<file path="src/rtl/lcd_nibble_writer.sv">
// HD44780 4-bit bus writer: timed setup, E pulse, hold and busy wait per nibble.
// Define LCD_NIBBLE_WRITER_INIT_EN to issue the 3,3,3,2 init nibbles after power-up.
module lcd_nibble_writer #(
  parameter int T_AS      = 2,
  parameter int T_PW      = 6,
  parameter int T_H       = 2,
  parameter int WAIT_DATA = 600,
  parameter int WAIT_CMD  = 20000,
  parameter int T_POWERUP = 180000,
  parameter int CW        = 18
) (
  input  logic       refclk,
  input  logic       nreset,
  input  logic [7:0] in_data,
  input  logic       in_valid,
  output logic       in_ready,
  output logic [3:0] lcd_dq,
  output logic       lcd_rs,
  output logic       lcd_e,
  output logic       busy,
  output logic [7:0] nib_count
);

  typedef enum logic [2:0] {
    S_PWRUP,
    S_INIT,
    S_IDLE,
    S_SETUP,
    S_PULSE,
    S_HOLD,
    S_WAIT
  } state_e;

  localparam logic [CW-1:0] LIM_AS  = CW'(T_AS - 1);
  localparam logic [CW-1:0] LIM_PW  = CW'(T_PW - 1);
  localparam logic [CW-1:0] LIM_H   = CW'(T_H - 1);
  localparam logic [CW-1:0] LIM_DAT = CW'(WAIT_DATA - 1);
  localparam logic [CW-1:0] LIM_CMD = CW'(WAIT_CMD - 1);
  localparam logic [CW-1:0] LIM_PWR = CW'(T_POWERUP - 1);

  state_e        state_q, state_d;
  logic [CW-1:0] cnt_q, cnt_d;
  logic [CW-1:0] wait_lim;
  logic [3:0]    dq_q, dq_d;
  logic          rs_q, rs_d;
  logic          e_q, e_d;
  logic          ready_q, ready_d;
  logic          busy_q, busy_d;
  logic [7:0]    nib_q, nib_d;
  logic          unused_bits;

  assign unused_bits = ^in_data[2:1];

`ifdef LCD_NIBBLE_WRITER_INIT_EN
  logic [1:0] init_idx_q, init_idx_d;
  logic       init_done_q, init_done_d;
`endif

  always_comb begin
    state_d  = state_q;
    cnt_d    = cnt_q + CW'(1);
    dq_d     = dq_q;
    rs_d     = rs_q;
    e_d      = 1'b0;
    nib_d    = nib_q;
    wait_lim = rs_q ? LIM_DAT : LIM_CMD;
`ifdef LCD_NIBBLE_WRITER_INIT_EN
    init_idx_d  = init_idx_q;
    init_done_d = init_done_q;
`endif
    unique case (state_q)
      S_PWRUP: begin
        if (cnt_q == LIM_PWR) begin
`ifdef LCD_NIBBLE_WRITER_INIT_EN
          state_d = S_INIT;
`else
          state_d = S_IDLE;
`endif
        end
      end
`ifdef LCD_NIBBLE_WRITER_INIT_EN
      S_INIT: begin
        dq_d       = (init_idx_q == 2'd3) ? 4'h2 : 4'h3;
        rs_d       = 1'b0;
        init_idx_d = init_idx_q + 2'd1;
        if (init_idx_q == 2'd3) init_done_d = 1'b1;
        state_d    = S_SETUP;
      end
`endif
      S_IDLE: begin
        if (in_valid && ready_q && !in_data[0]) begin
          dq_d    = in_data[7:4];
          rs_d    = in_data[3];
          state_d = S_SETUP;
        end
      end
      S_SETUP: begin
        if (cnt_q == LIM_AS) begin
          e_d     = 1'b1;
          nib_d   = nib_q + 8'd1;
          state_d = S_PULSE;
        end
      end
      S_PULSE: begin
        e_d = 1'b1;
        if (cnt_q == LIM_PW) begin
          e_d     = 1'b0;
          state_d = S_HOLD;
        end
      end
      S_HOLD: begin
        if (cnt_q == LIM_H) state_d = S_WAIT;
      end
      S_WAIT: begin
        if (cnt_q == wait_lim) begin
`ifdef LCD_NIBBLE_WRITER_INIT_EN
          state_d = init_done_q ? S_IDLE : S_INIT;
`else
          state_d = S_IDLE;
`endif
        end
      end
      default: state_d = S_PWRUP;
    endcase
    // Every state change restarts the per-state timer
    if (state_d != state_q || state_q == S_IDLE) cnt_d = '0;
    ready_d = (state_d == S_IDLE);
    busy_d  = (state_d != S_IDLE);
  end

  always_ff @(posedge refclk or negedge nreset) begin
    if (!nreset) begin
      state_q <= S_PWRUP;
      cnt_q   <= '0;
      dq_q    <= 4'h0;
      rs_q    <= 1'b0;
      e_q     <= 1'b0;
      ready_q <= 1'b0;
      busy_q  <= 1'b1;
      nib_q   <= 8'h00;
    end else begin
      state_q <= state_d;
      cnt_q   <= cnt_d;
      dq_q    <= dq_d;
      rs_q    <= rs_d;
      e_q     <= e_d;
      ready_q <= ready_d;
      busy_q  <= busy_d;
      nib_q   <= nib_d;
    end
  end

`ifdef LCD_NIBBLE_WRITER_INIT_EN
  always_ff @(posedge refclk or negedge nreset) begin
    if (!nreset) begin
      init_idx_q  <= 2'd0;
      init_done_q <= 1'b0;
    end else begin
      init_idx_q  <= init_idx_d;
      init_done_q <= init_done_d;
    end
  end
`endif

  assign in_ready  = ready_q;
  assign lcd_dq    = dq_q;
  assign lcd_rs    = rs_q;
  assign lcd_e     = e_q;
  assign busy      = busy_q;
  assign nib_count = nib_q;

endmodule

</file>
<file path="config.mk">
export PLATFORM = sky130hd
export DESIGN_NAME = lcd_nibble_writer
export DESIGN_NICKNAME = d
export VERILOG_FILES = /design/src/rtl/lcd_nibble_writer.sv
export SDC_FILE = /design/constraint.sdc
export NUM_CORES = 1
export LEC_CHECK = 0
export BUFFER_PORTS_ARGS = -buffer_cell sky130_fd_sc_hd__buf_4
export CORE_MARGIN = 2
export CORE_UTILIZATION = 57
export DETAILED_ROUTE_END_ITERATION = 6
export GPL_ROUTABILITY_DRIVEN = 1
export GPL_TIMING_DRIVEN = 0
export PLACE_DENSITY = 0.79
export REMOVE_ABC_BUFFERS = 1
export SYNTH_ARGS = -nofsm -noshare
export SYNTH_HDL_FRONTEND = slang
export SYNTH_SLANG_ARGS = --single-unit
</file>
<file path="constraint.sdc">
create_clock -name refclk -period 3.7 [get_ports refclk]
set_clock_uncertainty 0.2 [all_clocks]
set_input_delay 0.185 -clock refclk [delete_from_list [all_inputs] [get_ports refclk]]
set_output_delay 0.185 -clock refclk [all_outputs]
set_load 0.1 [all_outputs]
</file>
; Word-level counts from Yosys, hierarchy flattened
; Cells that the tools add are included.
[word_totals]
reg_bits = 37
[op_classes]
addsub = 2
n_eq_ne = 12
muxes = 12
reduce_logical = 7
[op_table]
columns = op, n
row1 = 18-bit by 1-bit adder with 18-bit output (second input constant), 1
row2 = 18-bit by 1-bit equality test with 1-bit output (second input constant), 1
row3 = 18-bit by 15-bit equality test with 1-bit output, 1
row4 = 18-bit equality test (second input constant), 1
row5 = 18-bit by 3-bit equality test with 1-bit output (second input constant), 1
row6 = 18-bit 2-to-1 mux, 1
row7 = 3-bit 2-to-1 mux, 6
row8 = 3-bit one-hot mux with 6 select lines, 1
row9 = 15-bit 2-to-1 mux, 1
row10 = 3-bit by 2-bit equality test with 1-bit output (second input constant), 3
row11 = 3-bit equality test (second input constant), 3
row12 = 8-bit by 1-bit adder with 8-bit output (second input constant), 1
row13 = 2-bit AND reduction, 2
row14 = 3-bit zero test, 1
row15 = 3-bit by 2-bit inequality test with 1-bit output (second input constant), 1
row16 = 3-bit inequality test, 1
row17 = 1-bit logical AND, 2
row18 = 1-bit 2-to-1 mux, 2
row19 = 1-bit one-hot mux with 2 select lines, 1
row20 = 1-bit zero test, 1
row21 = 1-bit logical OR, 1

; Logic depth before layout (Yosys ltp)
[depth]
ltp_word = 7
ltp_mapped = 8
depth_no_buf = 6

; Least setup slack after synthesis
; No wires, ideal clock.
[synth_timing]
kind = register -> register
from = register cnt_q[10]
to = register busy_q, in the netlist busy
setup_ps = 94
t_arrival_ps = 2348
required_time_ps = 3406
setup_slack_ps = 1058
stages_incl_launch_ff = 6
path_buffers = 0
cell_sequence = dfrtp_1 > or3_4 > or4b_4 > o2111a_1 > or3_4 > or4b_1
[synth_between]
elab_chain_cells = 4
elab_cells_between_ends = 11
cone_classes = eq/ne (5) / mux (6)
[synth_rtl]
columns = item, line
row1 = start: declaration, 42  ; logic [CW-1:0] cnt_q, cnt_d;
row2 = start signal: assignment, 143  ; cnt_q <= cnt_d;
row3 = "18-bit by 15-bit equality test with 1-bit output, or another cell as far along", 115  ; if (cnt_q == wait_lim) begin
row4 = "3-bit 2-to-1 mux, on equally long branches", -
row5 = 3-bit one-hot mux with 6 select lines (*), 71  ; unique case (state_q)
row6 = via state_d[0], 41  ; state_e state_q, state_d;
row7 = 3-bit by 2-bit inequality test with 1-bit output (*), 128  ; busy_d = (state_d != S_IDLE);
row8 = via busy_d, 48  ; logic busy_q, busy_d;
row9 = end signal: assignment, 148  ; busy_q <= busy_d;
row10 = end: declaration, 48
; Mark *: on every way through the listed nets, which the timed path passes. The rest lies on a longest branch.
; A chain may end at the register's enable or synchronous reset.

; Worst setup path in the final report
[layout_timing]
from = register cnt_q[10]
to = register cnt_q[3]
[layout_between]
elab_chain_cells = 6
elab_cells_between_ends = 13
cone_classes = eq/ne (5) / mux (7) / reduce/logical (1)
[layout_rtl]
columns = item, line
row1 = "18-bit by 15-bit equality test with 1-bit output, or another cell as far along", 115
row2 = "3-bit 2-to-1 mux, on equally long branches", -
row3 = 3-bit one-hot mux with 6 select lines (*), 71
row4 = 3-bit inequality test (*), 126  ; if (state_d != state_q || state_q == S_IDLE) cnt_d = '0;
row5 = 1-bit logical OR (*), 126
row6 = 18-bit 2-to-1 mux (*), 126
row7 = via cnt_d[3], 42
; Marked as above.

==> Flow_metrics.wiki <==
{| class="wikitable"
! Metric !! Value
|-
| Count of endpoints failing hold in the final timing report || 0
|-
| Portion of the post-synthesis area used by sequential elements || 46.5%
|-
| Fraction of final layout cells sized beyond drive strength 1 || 23.1%
|-
| Crit end category || register
|-
| Drt pass-1 iters || 4
|-
| Fin crit period || 2.90 ns
|-
| Global route overflow || 0
|-
| Cell breakdown of the critical path || or3_4, nor4b_4, a311oi_1, a41oi_2, a211oi_1
|-
| Largest net degree at the start of global routing || 38
|-
| # H-tree levels || 2
|-
| Power, Total || 0.770 mW
|-
| Mapped cell area || 1990 um2
|-
| Type of the most critical hold path || primary input to register
|-
| Relative max-transition margin || 38.4%
|-
| Core Util, Final || 69.7%
|-
| Sink Count || 37
|-
| Placer congestion estimate || 0.826
|-
| Tightest Pin Transition || 0.924 ns
|-
| CP peak stage delay || 0.78 ns
|-
| CP bufs+invs || 0
|-
| Reg clk slew, reported paths || 0.12 ns
|-
| Type of origin of the critical path || register
|-
| WL final || 4.31 mm
|-
| TritonCTS clock tree || yes
|-
| Yosys synthesis warning count || 0
|-
| Worst Setup Path Type || register to register
|-
| Clk Latency, worst-skew pair || 0.35 ns
|-
| Cell area after layout || 2320 um2
|-
| Synth unique cells || 46
|-
| EDFF count, synth || 0
|-
| Max Fanout on Critical Path || 18
|-
| Leakage power total || 1.05 nW
|-
| RSZ-0062 raised after global routing || false
|-
| Overall die height || 63.1 um
|-
| Initial core utilization || 59.7%
|-
| Synthesized flop and latch total || 37
|-
| Top FF cell, synth || dfrtp_1
|-
| Die Width || 63.1 um
|-
| Worst IR Drop VDD || 242 uV
|-
| Synthesized area per cell || 10.3 um2
|-
| Max_cap viols || 0
|-
| Power per Cell Area || 331 nW/um2
|-
| Number of port buffers || 24
|-
| Global-route wire length before repair || 7.25 mm
|-
| Number of vias after detailed routing || 1606
|-
| Fin Setup TNS || 0 ns
|-
| Maximum clock frequency || 0.344 GHz
|-
| Data arrival at the endpoint of the critical path || 2.89 ns
|-
| Number of antenna diodes || 0
|-
| Post-synthesis cell type with the largest combined area || dfrtp_1
|-
| Status || finished clean
|-
| Vias in the first global route || 1556
|-
| Final period util || 78.5%
|-
| Placeable core region || 3340 um2
|-
| Biggest area contributors in the synthesized netlist || dfrtp_1 45%, xor2_1 5.3%, xnor2_1 4.4%, a21oi_1 4.0%, nand4_1 3.5%
|-
| Post-DR wirelength/cell || 16.1 um
|-
| Setup-failing EPs final || 0
|-
| Max Root-Sink Buffers || 2
|-
| Standard cell with the maximum stage delay on the critical path || a41oi_2
|-
| Most frequently used cell type in the post-synthesis netlist || dfrtp_1
|-
| DP HPWL || 2.88 mm
|-
| Async set-or-reset flop fraction in the synthesized netlist || 100%
|-
| Die area || 3990 um2
|-
| Post-synthesis to final-layout area growth || 16.6%
|-
| Final Slew Violations || 0
|-
| Initial drt markers || 74
|-
| Number of top-level pins || 27
|-
| # nets final || 234
|-
| Site row count || 21
|-
| Global-route usage over all layers || 23.6%
|-
| Antenna Violating Nets Remaining || 0
|-
| Number of antenna violations at the first check in global routing || 0
|-
| Required time worst endpoint || 3.69 ns
|-
| Post-placement cell area || 2150 um2
|-
| Total CTS buffers || 5
|-
| Via density || 6.01
|-
| Root buf cell || clkbuf_4
|-
| Kind of cell adding the most delay to the critical path || compound AO/OA/AOI/OAI gates
|-
| Commonest cells in the synthesized netlist || 36 x dfrtp_1, 17 x nand2_1, 16 x a21oi_1, 12 x xor2_1, 11 x nand4_1
|-
| Gate count of the mapped netlist || 194
|-
| Area share of the leading cell type in the synthesized netlist || 45.2%
|-
| DRC violation count after routing || 0
|-
| Count of filler cells inserted in the layout || 243
|}
cells by family (layout without fill, tap and decap cells):
group                      count (synthesis)  count (layout)  share of synthesized area (%)
and+or+nand+nor                           80              80                           24.1
buffers and inverters                     17              44                           5.27
muxes                                      5               5                           2.82
adders and majority gates                  3               3                           1.88
AOI/OAI and AO/OA                         30              30                           9.73
xor gates and xnor gates                  22              22                           9.67
DFF                                       37              37                           46.5
layer usage:
layer	routed length, um	global-route usage [%]	up-vias
met1	1790	30.7	776
met3	229	5.00	15
met2	2130	37.2	55
li1	-	-	760
met5	0	0	-
met4	156	12.2	0
power by group:
group	internal (mW)	switching (mW)	leakage, nW
sequential	0.404	0	0.499
combinational	0.00948	0.00936	0.493
clock	0.209	0.138	0.0552
worst paths after layout:
check / start / endpoint / slack [ns] / depth (start not counted)
max: cnt_q[10] / cnt_q[3] / 0.80 / 5
min: in_data[0] / lcd_rs / 0.04 / 3
max reg2reg: cnt_q[10] / cnt_q[3] / 0.80 / 5
min reg2reg: nib_count[7] / nib_count[7] / 0.28 / 1
max in group asynchronous: nreset / busy / 2.86 / 2
min in group asynchronous: nreset / cnt_q[2] / 0.11 / 2
cell usage in the layout (no fill, tap or decap), types with 4 or more instances in the layout:
cell	instances
dlygate4sd3_1	6
xnor2_1	10
a21oi_1	16
nor3_1	7
dfrtp_1	36
mux2_2	5
buf_4	24
clkbuf_4	5
xor2_1	12
nand2_1	17
inv_1	6
nand4_1	11
and3_1	5
nand3_1	9
nor4_1	4
nor2_1	9
tightest hold or removal path: cells and delay by family:
kind                   cells  cell delay [ns]
buffers and inverters      1             0.08
AND/OR/NAND/NOR            1             0.08
multiplexers               1             0.22
final cells by class:
cell class / instances / area, um2 / share of cell area (%)
clock buffer: 5 / 37.5 / 1.61
clock inverter: 3 / 65.1 / 2.80
inverter: 6 / 22.5 / 0.969
multi-input combinational: 140 / 975 / 41.9
sequential: 37 / 927 / 39.9
tap: 46 / 57.6 / 2.48
timing repair buffer: 30 / 240 / 10.3
state kept, by name, summed over array words and instances (netlist names):
signal     cells
busy           1
lcd_dq         4
lcd_rs         1
in_ready       1
lcd_e          1
cnt_q         18
state_q        3
nib_count      8
metrics by stage:
| stage | hold slack, ns | setup slack (ns) | instances |
|---|---|---|---|
| final | 0.0440 | 0.796 | 267 |
| after global routing | 0.0425 | 0.615 | 267 |
| after CTS | 0.0434 | 0.345 | 267 |
| after detailed placement | -0.0354 | 0.484 | 253 |
| after floorplan | -0.311 | 1.02 | 183 |
| after global placement | -0.0430 | 0.592 | 253 |
what timing repair did:
action                    4_1_cts  5_1_grt
hold buffers                    6        0
resized for setup               0        0
setup buffers                   0        0
hold endpoints to repair       42        0
(Power assumes the default switching activity.)
